<file path="src/rtl/apb_text_console.sv">
// apb_text_console: character-stream text console that writes each printable
// character (with its colour attribute) into a memory-mapped text buffer over
// an APB master port, tracking a wrapping cursor and handling LF/CR/BS/FF.
// Optional feature: define APB_TEXT_CONSOLE_CLEAR_EN to make FF (0x0C) clear
// the whole screen with space characters before homing the cursor.
module apb_text_console #(
  parameter int APB_ADDR_WIDTH = 14,
  parameter int APB_DATA_WIDTH = 32,
  parameter int COLS           = 80,
  parameter int ROWS           = 30
) (
  input  logic                      clk_i,
  input  logic                      rstn_i,
  input  logic [7:0]                char_i,
  input  logic                      char_valid_i,
  input  logic [7:0]                color_i,
  output logic                      char_ready_o,
  output logic [APB_ADDR_WIDTH-1:0] apb_paddr_o,
  output logic [APB_DATA_WIDTH-1:0] apb_pwdata_o,
  output logic                      apb_pwrite_o,
  output logic                      apb_psel_o,
  output logic                      apb_penable_o,
  input  logic                      apb_pready_i,
  input  logic                      apb_pslverr_i,
  output logic [$clog2(COLS)-1:0]   cursor_col_o,
  output logic [$clog2(ROWS)-1:0]   cursor_row_o,
  output logic                      busy_o,
  output logic                      err_o
);

  localparam int COL_W = $clog2(COLS);
  localparam int ROW_W = $clog2(ROWS);

`ifdef APB_TEXT_CONSOLE_CLEAR_EN
  localparam int CELL_W = $clog2(COLS * ROWS);
  typedef enum logic [2:0] {
    S_IDLE, S_SETUP, S_ACCESS, S_CLEAR_SETUP, S_CLEAR_ACCESS
  } state_t;
`else
  typedef enum logic [1:0] {S_IDLE, S_SETUP, S_ACCESS} state_t;
`endif

  state_t state_q, state_d;

  logic [COL_W-1:0]          col_q;
  logic [ROW_W-1:0]          row_q;
  logic [APB_ADDR_WIDTH-1:0] paddr_q;
  logic [APB_DATA_WIDTH-1:0] pwdata_q;
  logic                      err_q;
  logic [31:0]               cell_lin;
  logic [COL_W-1:0]          col_inc;
  logic [ROW_W-1:0]          row_inc;
  logic                      accept;
  logic                      printable;
  logic                      col_last;
`ifdef APB_TEXT_CONSOLE_CLEAR_EN
  logic [CELL_W-1:0]         idx_q;
  logic                      clear_last;
  assign clear_last = (idx_q == CELL_W'(COLS * ROWS - 1));
`endif

  assign accept    = char_valid_i && (state_q == S_IDLE);
  assign printable = (char_i >= 8'h20) && (char_i <= 8'h7E);
  assign cell_lin  = 32'(row_q) * 32'(COLS) + 32'(col_q);
  assign col_last  = (col_q == COL_W'(COLS - 1));
  assign col_inc   = col_last ? '0 : col_q + COL_W'(1);
  assign row_inc   = (row_q == ROW_W'(ROWS - 1)) ? '0 : row_q + ROW_W'(1);

  // Bus controls decode straight from state so an async reset drops them at once.
  assign char_ready_o  = (state_q == S_IDLE);
  assign busy_o        = (state_q != S_IDLE);
`ifdef APB_TEXT_CONSOLE_CLEAR_EN
  assign apb_psel_o    = (state_q != S_IDLE);
  assign apb_penable_o = (state_q == S_ACCESS) || (state_q == S_CLEAR_ACCESS);
`else
  assign apb_psel_o    = (state_q != S_IDLE);
  assign apb_penable_o = (state_q == S_ACCESS);
`endif
  assign apb_pwrite_o  = apb_psel_o;
  assign apb_paddr_o   = paddr_q;
  assign apb_pwdata_o  = pwdata_q;
  assign cursor_col_o  = col_q;
  assign cursor_row_o  = row_q;
  assign err_o         = err_q;

  // State register.
  // NOTE: sequential state uses non-blocking assignments and an async active-low
  // reset so every flop settles from values sampled before the edge.
  always_ff @(posedge clk_i or negedge rstn_i) begin
    if (!rstn_i) state_q <= S_IDLE;
    else         state_q <= state_d;
  end

  // Next-state logic for printable writes and (optionally) the screen clear.
  always_comb begin
    // NOTE: default assigned first so no path leaves state_d unassigned (no latch).
    state_d = state_q;
    case (state_q)
      S_IDLE: begin
        if (accept && printable) state_d = S_SETUP;
`ifdef APB_TEXT_CONSOLE_CLEAR_EN
        else if (accept && char_i == 8'h0C) state_d = S_CLEAR_SETUP;
`endif
      end
      S_SETUP:  state_d = S_ACCESS;
      S_ACCESS: if (apb_pready_i) state_d = S_IDLE;
`ifdef APB_TEXT_CONSOLE_CLEAR_EN
      S_CLEAR_SETUP:  state_d = S_CLEAR_ACCESS;
      S_CLEAR_ACCESS: if (apb_pready_i) state_d = clear_last ? S_IDLE : S_CLEAR_SETUP;
`endif
      default: state_d = S_IDLE;
    endcase
  end

  // Cursor, captured APB address/data and the sticky error flag.
  always_ff @(posedge clk_i or negedge rstn_i) begin
    if (!rstn_i) begin
      col_q    <= '0;
      row_q    <= '0;
      paddr_q  <= '0;
      pwdata_q <= '0;
      err_q    <= 1'b0;
`ifdef APB_TEXT_CONSOLE_CLEAR_EN
      idx_q    <= '0;
`endif
    end else begin
      if (accept) begin
        if (printable) begin
          paddr_q  <= APB_ADDR_WIDTH'(cell_lin << 2);
          pwdata_q <= APB_DATA_WIDTH'({color_i, char_i});
        end else begin
          case (char_i)
            8'h0A: begin col_q <= '0; row_q <= row_inc; end
            8'h0D: col_q <= '0;
            8'h08: if (col_q != '0) col_q <= col_q - COL_W'(1);
`ifdef APB_TEXT_CONSOLE_CLEAR_EN
            8'h0C: begin
              idx_q    <= '0;
              paddr_q  <= '0;
              pwdata_q <= APB_DATA_WIDTH'({color_i, 8'h20});
            end
`else
            8'h0C: begin col_q <= '0; row_q <= '0; end
`endif
            default: ;
          endcase
        end
      end
      // A completed character write advances the cursor, even on a slave error.
      if (state_q == S_ACCESS && apb_pready_i) begin
        if (apb_pslverr_i) err_q <= 1'b1;
        col_q <= col_inc;
        if (col_last) row_q <= row_inc;
      end
`ifdef APB_TEXT_CONSOLE_CLEAR_EN
      if (state_q == S_CLEAR_ACCESS && apb_pready_i) begin
        if (apb_pslverr_i) err_q <= 1'b1;
        if (clear_last) begin
          col_q <= '0;
          row_q <= '0;
        end else begin
          idx_q   <= idx_q + CELL_W'(1);
          paddr_q <= paddr_q + APB_ADDR_WIDTH'(4);
        end
      end
`endif
    end
  end

endmodule

</file>
<file path="config.mk">
export PLATFORM = sky130hd
export DESIGN_NAME = apb_text_console
export DESIGN_NICKNAME = d
export VERILOG_FILES = /design/src/rtl/apb_text_console.sv
export SDC_FILE = /design/constraint.sdc
export NUM_CORES = 1
export LEC_CHECK = 0
export CORE_ASPECT_RATIO = 0.5
export CORE_MARGIN = 2
export CORE_UTILIZATION = 46
export DETAILED_ROUTE_END_ITERATION = 10
export PLACE_DENSITY = 0.8
export SLEW_MARGIN = 20
export SYNTH_ARGS = -nofsm -noshare
export SYNTH_HDL_FRONTEND = slang
export SYNTH_SLANG_ARGS = --single-unit
</file>
<file path="constraint.sdc">
create_clock -name clk_i -period 2.6 [get_ports clk_i]
set_input_delay 0.65 -clock clk_i [delete_from_list [all_inputs] [get_ports clk_i]]
set_output_delay 0.65 -clock clk_i [all_outputs]
set_load 0.05 [all_outputs]
</file>
==> results of run 1 <==
-- state kept, by name, indices dropped and copies added, names as in the netlist --
signal,count
apb_paddr_o,12
state_q,2
cursor_row_o,5
cursor_col_o,7
err_o,1
apb_pwdata_o,16
-- stage by stage --
| step | util | hold WS, ns | setup TNS [ns] | setup WS [ns] | power, mW |
|---|---|---|---|---|---|
| after floorplan | - | 0.354 | 0 | 0.181 | 1.95 |
| after global placement | 0.613 | 0.437 | -2.54 | -0.295 | 2.34 |
| after detailed placement | 0.613 | 0.446 | -2.87 | -0.315 | 2.38 |
| after CTS | 0.633 | 0.346 | 0 | 0.0129 | 2.85 |
| after global routing | 0.637 | 0.372 | 0 | 0.106 | 2.98 |
| final | 0.637 | 0.326 | 0 | 0.155 | 2.84 |
-- routing by layer --
| layer | vias up | wire, um |
|---|---|---|
| li1 | 989 | - |
| met1 | 1046 | 2440 |
| met2 | 81 | 2790 |
| met5 | - | 0 |
| met4 | 0 | 65 |
| met3 | 9 | 422 |
-- worst min-delay path by stage --
stage / from / endpoint / slack, ns / cells after the start
after floorplan: rstn_i / apb_paddr_o[10] / 0.35 / 0
after global placement: err_o / err_o / 0.44 / 1
after detailed placement: err_o / err_o / 0.45 / 1
after CTS: rstn_i / apb_pwdata_o[6] / 0.35 / 1
after global routing: rstn_i / apb_pwdata_o[8] / 0.37 / 1
final: rstn_i / apb_pwdata_o[8] / 0.33 / 1
-- cell families after synthesis --
group / count (synthesis)
XOR/XNOR: 9
flip-flops: 43
multiplexers: 23
other: 1
AO/OA/AOI/OAI: 52
AND/OR/NAND/NOR: 61
adder cells (fa/ha/maj): 15
buffers and inverters: 44
-- cell type report --
| class | instances | area share |
|---|---|---|
| clock buffer | 7 | 0.0278 |
| clock inverter | 1 | 0.00216 |
| inverter | 11 | 0.0119 |
| multi-input combinational | 178 | 0.380 |
| sequential | 43 | 0.310 |
| tap | 73 | 0.0263 |
| timing repair buffer | 87 | 0.242 |
-- power groups by stage --
stage          clock network (mW)  registers (mW)  logic, mW
5_1_grt                     0.517           0.983       1.48
3_3_place_gp                    0           0.958       1.38
3_5_place_dp                    0           0.971       1.41
6_report                    0.478           0.958       1.41
2_1_floorplan                   0            1.36      0.591
4_1_cts                     0.484           0.959       1.41
-- cell usage after synthesis, drive strengths merged, types with 3 or more instances --
cell type,instances,area [um2]
dfrtp,43,1080
buf,26,191
nand2,22,82.6
mux2,20,225
o21ai,18,93.8
ha,13,163
inv,11,41.3
clkbuf,7,26.3
nor2,7,26.3
xnor2,7,61.3
a21o,5,37.5
a21oi,5,25.0
a31oi,4,25.0
nand3,4,20.0
o211ai,4,30.0
mux2i,3,30.0
nand4,3,18.8
nor2b,3,18.8
nor3b,3,22.5
or2,3,18.8
-- critical path, delay by kind of cell (launching register included) --
family / cells / cell delay (ns)
buffers and inverters: 1 / 0.72
AND/OR/NAND/NOR: 1 / 0.36
flip-flops: 1 / 0.42
-- repair_timing --
| item | CTS | global route |
|---|---|---|
| resized for setup | 1 | 6 |
| buffers inserted | 0 | 1 |
| endpoints found under the hold margin | 0 | 0 |
| endpoints found under the setup margin | 1 | 4 |
| pin swaps | 0 | 4 |
-- layout by cell type (no fill, tap or decap), drive strengths merged, types with 3 or more instances in the layout --
master         Yosys  routed
clkdlybuf4s50      0      60
a31oi              4       4
nor2b              3       3
mux2i              3       3
o211ai             4       4
dlymetal6s2s       0       5
a21oi              5       5
conb               1      18
nor3b              3       3
xnor2              7       7
nand3              4       4
nor2               7       7
clkbuf             7       7
a21o               5       5
buf               26      22
nand4              3       3
dfrtp             43      43
ha                13      13
mux2              20      20
nand2             22      22
o21ai             18      18
inv               11      11
or2                3       3
==> results.sh, run 1 <==
export IMPL_cts_tree="built"
export IMPL_cp_arrival_ns=1.80
export IMPL_port_buffers=66
export IMPL_design_area_mm2=0.00347
export IMPL_ys_seq_area_frac=0.418
export IMPL_dr_pass1_iters=4
export IMPL_hold_violations=0
export IMPL_cp_startpoint="state_q[1]"
export IMPL_crit_path_start_kind="register"
export IMPL_n_fill_cell=437
export IMPL_finalSetupViolations=0
export IMPL_grt_remaining_overflow=0
export IMPL_grt_antenna_before_repair=0
export IMPL_rsz0062_at_grt="false"
export IMPL_yosysUniqueCellTypes=50
export IMPL_ys_ff_latch=43
export IMPL_grt_use_met2=0.331
export IMPL_power_switching_mw=1.29
export IMPL_top_usage_layer="met2"
export IMPL_dpl_cell_area_mm2=0.00333
export IMPL_post_route_min_period_ns=2.45
export IMPL_synth_top_family_by_area="compound AO/OA/AOI/OAI gates"
export IMPL_grt_pass1_wl_um=9760
export IMPL_r2r_slack_ns=0.29
export IMPL_slew_viol_final=0
export IMPL_viasPerCell=5.31
export IMPL_pin_count=85
export IMPL_ir_drop_v=0.000470
export IMPL_fmax_ghz=0.409
export IMPL_synth_compound_gate_area_share=0.145
export IMPL_switching_share=0.452
export IMPL_first_global_vias=2074
export IMPL_min_path_type="input port to async pin"
export IMPL_async_flop_share=1.00
export IMPL_ctsHtreeMaxLevel=2
export IMPL_p_seq_frac=0.337
export IMPL_rows=19
export IMPL_outcome="finished, final reports clean"
export IMPL_die_w_um=110
export IMPL_ctsHoldBuffers=0
export IMPL_synth_main_ff_cell="dfrtp_1"
export IMPL_syn_inst=248
export IMPL_synthSimpleGateAreaFrac=0.127
export IMPL_instances_no_fill=400
export IMPL_area_growth_synth_to_final_pct=34.7
export IMPL_p_int_mw=1.56
export IMPL_drc=0
export IMPL_endpoint="apb_psel_o"
export IMPL_synth_mux_area_frac=0.0991
export IMPL_detail_route_wl_per_cell_um=14.3
export IMPL_drive_gt1_frac=0.196
export IMPL_diodes=0
export IMPL_seqCellArea_mm2=0.00108
export IMPL_power_frac_comb=0.495
export IMPL_crit_type="register to output port"
export IMPL_critPathMaxStageDelay_ns=0.72
export IMPL_cts_root_buf="clkbuf_8"
export IMPL_grt_max_degree=32
export IMPL_crit_fanout=6
export IMPL_synth_edf_count=0
export IMPL_critPathCaptureType="output port"
export IMPL_relSlewSlack=0.610
export IMPL_crit_slowest_cell="clkdlybuf4s50_1"
export IMPL_multi_input_area_mm2=0.00132
export IMPL_clockBufferDepth=2
export IMPL_dr_first_iter_drc_count=95
export IMPL_synth_fa_ha_area_frac=0.0787
export IMPL_clkTransAtPathRegs_ns=0.08
export IMPL_tightest_slew_ns=0.583
export IMPL_skew_ns=0.00720
export IMPL_hpwl_um=4400
export IMPL_synthXorXnorAreaFrac=0.0306
export IMPL_grt_use_met3=0.0569
export IMPL_reg2reg_from="cursor_row_o[2]"
export IMPL_postRouteAntennaNets=0
export IMPL_cts_inserted_buffers=5
export IMPL_yosys_warnings=0
export IMPL_die_y_um=56.9
export IMPL_dpl_cell_count=391
export IMPL_grt_usage=0.199
export IMPL_clock_sinks=43
export IMPL_core_area_mm2=0.00544
export IMPL_p_per_area_mw_per_mm2=820
export IMPL_rr_worst_depth=7
export IMPL_cp_required_ns=1.95
export IMPL_wl_um=5720
export IMPL_period_share=0.941
export IMPL_maxCapViolCount=0
export IMPL_p_leak_nw=1.57
export IMPL_dieArea_mm2=0.00625
export IMPL_gp_congestion=0.835
export IMPL_reg2reg_to="apb_paddr_o[12]"
export IMPL_netlist_area_mm2=0.00257
export IMPL_initial_core_util=0.473
export IMPL_avgSynthCellArea_um2=10.4
export IMPL_met1_usage=0.258
export IMPL_pwr_share_clk=0.168
export IMPL_clkLatencyLatePin_ns=0.30
export IMPL_fin_nets=362
export IMPL_path_cells="or2_2, clkdlybuf4s50_1"
export IMPL_vias=2125
Note: power is estimated with default switching activity, not from simulation.
==> run 2, diff against run 1 <==
--- a/config.mk
+++ b/config.mk
@@ -9,7 +9,7 @@
 export CORE_MARGIN = 2
 export CORE_UTILIZATION = 46
 export DETAILED_ROUTE_END_ITERATION = 10
-export PLACE_DENSITY = 0.8
+export PLACE_DENSITY = 0.85
 export SLEW_MARGIN = 20
 export SYNTH_ARGS = -nofsm -noshare
 export SYNTH_HDL_FRONTEND = slang
==> run 2 against run 1 <==
Hold slack worse by 0.069 ns. Core utilization fell by 0.85 points. Combinational power about the same. Critical path type is now input port to register.
==> results.sh, run 2 (synthesized netlist as in run 1, its figures left out) <==
export IMPL_outcome="finished, final reports clean"
export IMPL_switching_share=0.457
export IMPL_cp_arrival_ns=2.70
export IMPL_die_w_um=110
export IMPL_first_global_vias=2021
export IMPL_grt_antenna_before_repair=0
export IMPL_finalSetupTns_ns=0
export IMPL_crit_type="input port to register"
export IMPL_p_seq_frac=0.346
export IMPL_cts_root_buf="clkbuf_8"
export IMPL_p_leak_nw=1.51
export IMPL_min_path_type="input port to async pin"
export IMPL_largest_reg_flops=16
export IMPL_ctsHtreeMaxLevel=2
export IMPL_wl_um=5810
export IMPL_fin_util=0.629
export IMPL_power_frac_comb=0.505
export IMPL_diodes=0
export IMPL_rows=19
export IMPL_port_buffers=66
export IMPL_power_switching_mw=1.27
export IMPL_final_cell_mix="64 x clkdlybuf4s50_1, 43 x dfrtp_1, 23 x buf_4"
export IMPL_finalSetupViolations=0
export IMPL_maxCapViolCount=0
export IMPL_drive_gt1_frac=0.192
export IMPL_dr_pass1_iters=5
export IMPL_grt_usage=0.202
export IMPL_critPathCaptureType="register"
export IMPL_core_area_mm2=0.00544
export IMPL_gp_congestion=0.870
export IMPL_crit_path_start_kind="input port"
export IMPL_clockBufferDepth=2
export IMPL_clkTransAtPathRegs_ns=0.08
export IMPL_post_route_min_period_ns=2.53
export IMPL_period_share=0.974
export IMPL_tightest_slew_ns=0.537
export IMPL_cp_required_ns=2.77
export IMPL_die_y_um=56.9
export IMPL_pin_count=85
export IMPL_reg2reg_from="cursor_row_o[3]"
export IMPL_setup_ws_ns=0.0685
export IMPL_cts_inserted_buffers=5
export IMPL_pwr_share_clk=0.149
export IMPL_crit_fanout=5
export IMPL_cp_startpoint="char_i[5]"
export IMPL_layout_commonest_cell="clkdlybuf4s50_1"
export IMPL_relSlewSlack=0.641
export IMPL_initial_core_util=0.473
export IMPL_area_growth_synth_to_final_pct=32.9
export IMPL_grt_remaining_overflow=0
export IMPL_dr_first_iter_drc_count=95
export IMPL_clkLatencyLatePin_ns=0.29
export IMPL_postRouteAntennaNets=0
export IMPL_rsz0062_at_grt="true"
export IMPL_clock_sinks=43
export IMPL_detail_route_wl_per_cell_um=14.5
export IMPL_ir_drop_v=0.000429
export IMPL_drc=0
export IMPL_dieArea_mm2=0.00625
export IMPL_p_per_area_mw_per_mm2=810
export IMPL_grt_pass1_wl_um=9720
export IMPL_fin_hold_ws_ns=0.257
export IMPL_fmax_ghz=0.395
export IMPL_p_int_mw=1.51
export IMPL_dp_slack_ns=-0.271
export IMPL_hold_violations=0
export IMPL_viasPerCell=5.22
export IMPL_vias=2094
export IMPL_hpwl_um=4580
export IMPL_grt_max_degree=23
export IMPL_fin_nets=363
export IMPL_cts_tree="built"
export IMPL_skew_ns=0.00729
export IMPL_slew_viol_final=0
run 2: cell count changes in the layout (fill, tap and decap cells not counted), sizes merged:
cell           previous run  this run
clkdlybuf4s50            60        64
clkinvlp                  1         0
clkinv                    0         1
dlymetal6s2s              5         0
buf                      22        24
run 2: stage by stage:
stage	std cells	power, mW	cell area (um2)
3_3_place_gp	393	2.34	3330
6_report	401	2.77	3420
2_1_floorplan	265	1.95	2640
5_1_grt	401	2.92	3420
3_5_place_dp	393	2.37	3330
4_1_cts	401	2.79	3420
run 2: layout make-up:
cell class,instances,area [um2]
Fill cell,434,2020
Multi-Input combinational cell,178,1320
Sequential cell,43,1080
Timing Repair Buffer,88,818
Tap cell,73,91.3
Clock buffer,7,76.3
Inverter,11,41.3
Clock inverter,1,5.00
run 2: power by group through the flow:
stage	logic, mW	clock network, mW	registers, mW
final	1.40	0.413	0.960
after global routing	1.47	0.459	0.987
after CTS	1.41	0.428	0.960
after detailed placement	1.40	0	0.970
after global placement	1.38	0	0.959
after floorplan	0.591	0	1.36
run 2: final timing paths:
kind / to / slack (ns) / cells after the start
setup reg to reg: apb_paddr_o[12] / 0.22 / 8
hold / removal: state_q[1] / 0.26 / 1
min in group clk_i: err_o / 0.46 / 1
setup / recovery: cursor_row_o[2] / 0.07 / 6
hold reg to reg: err_o / 0.46 / 1
max in group asynchronous: cursor_col_o[4] / 1.78 / 2
run 2: per-layer routing:
metal | GRT usage | up-vias | part of all wire
met5 | 0 | - | 0
met4 | 0.0579 | 0 | 0.011
met3 | 0.0476 | 9 | 0.062
met2 | 0.344 | 86 | 0.50
met1 | 0.257 | 1009 | 0.42
li1 | - | 990 | -
run 2: critical path: stages:
cell and delay [ns]:
clkdlybuf4s50_1 0.42, or4b_4 0.54, or4_4 0.46, o32a_4 0.40
a31oi_1 0.14, mux2i_1 0.09
run 2: repair_timing:
action,4_1_cts,5_1_grt
gates resized for setup,0,2
endpoints found under the setup margin,0,3
buffers inserted,0,0
hold buffers,0,0
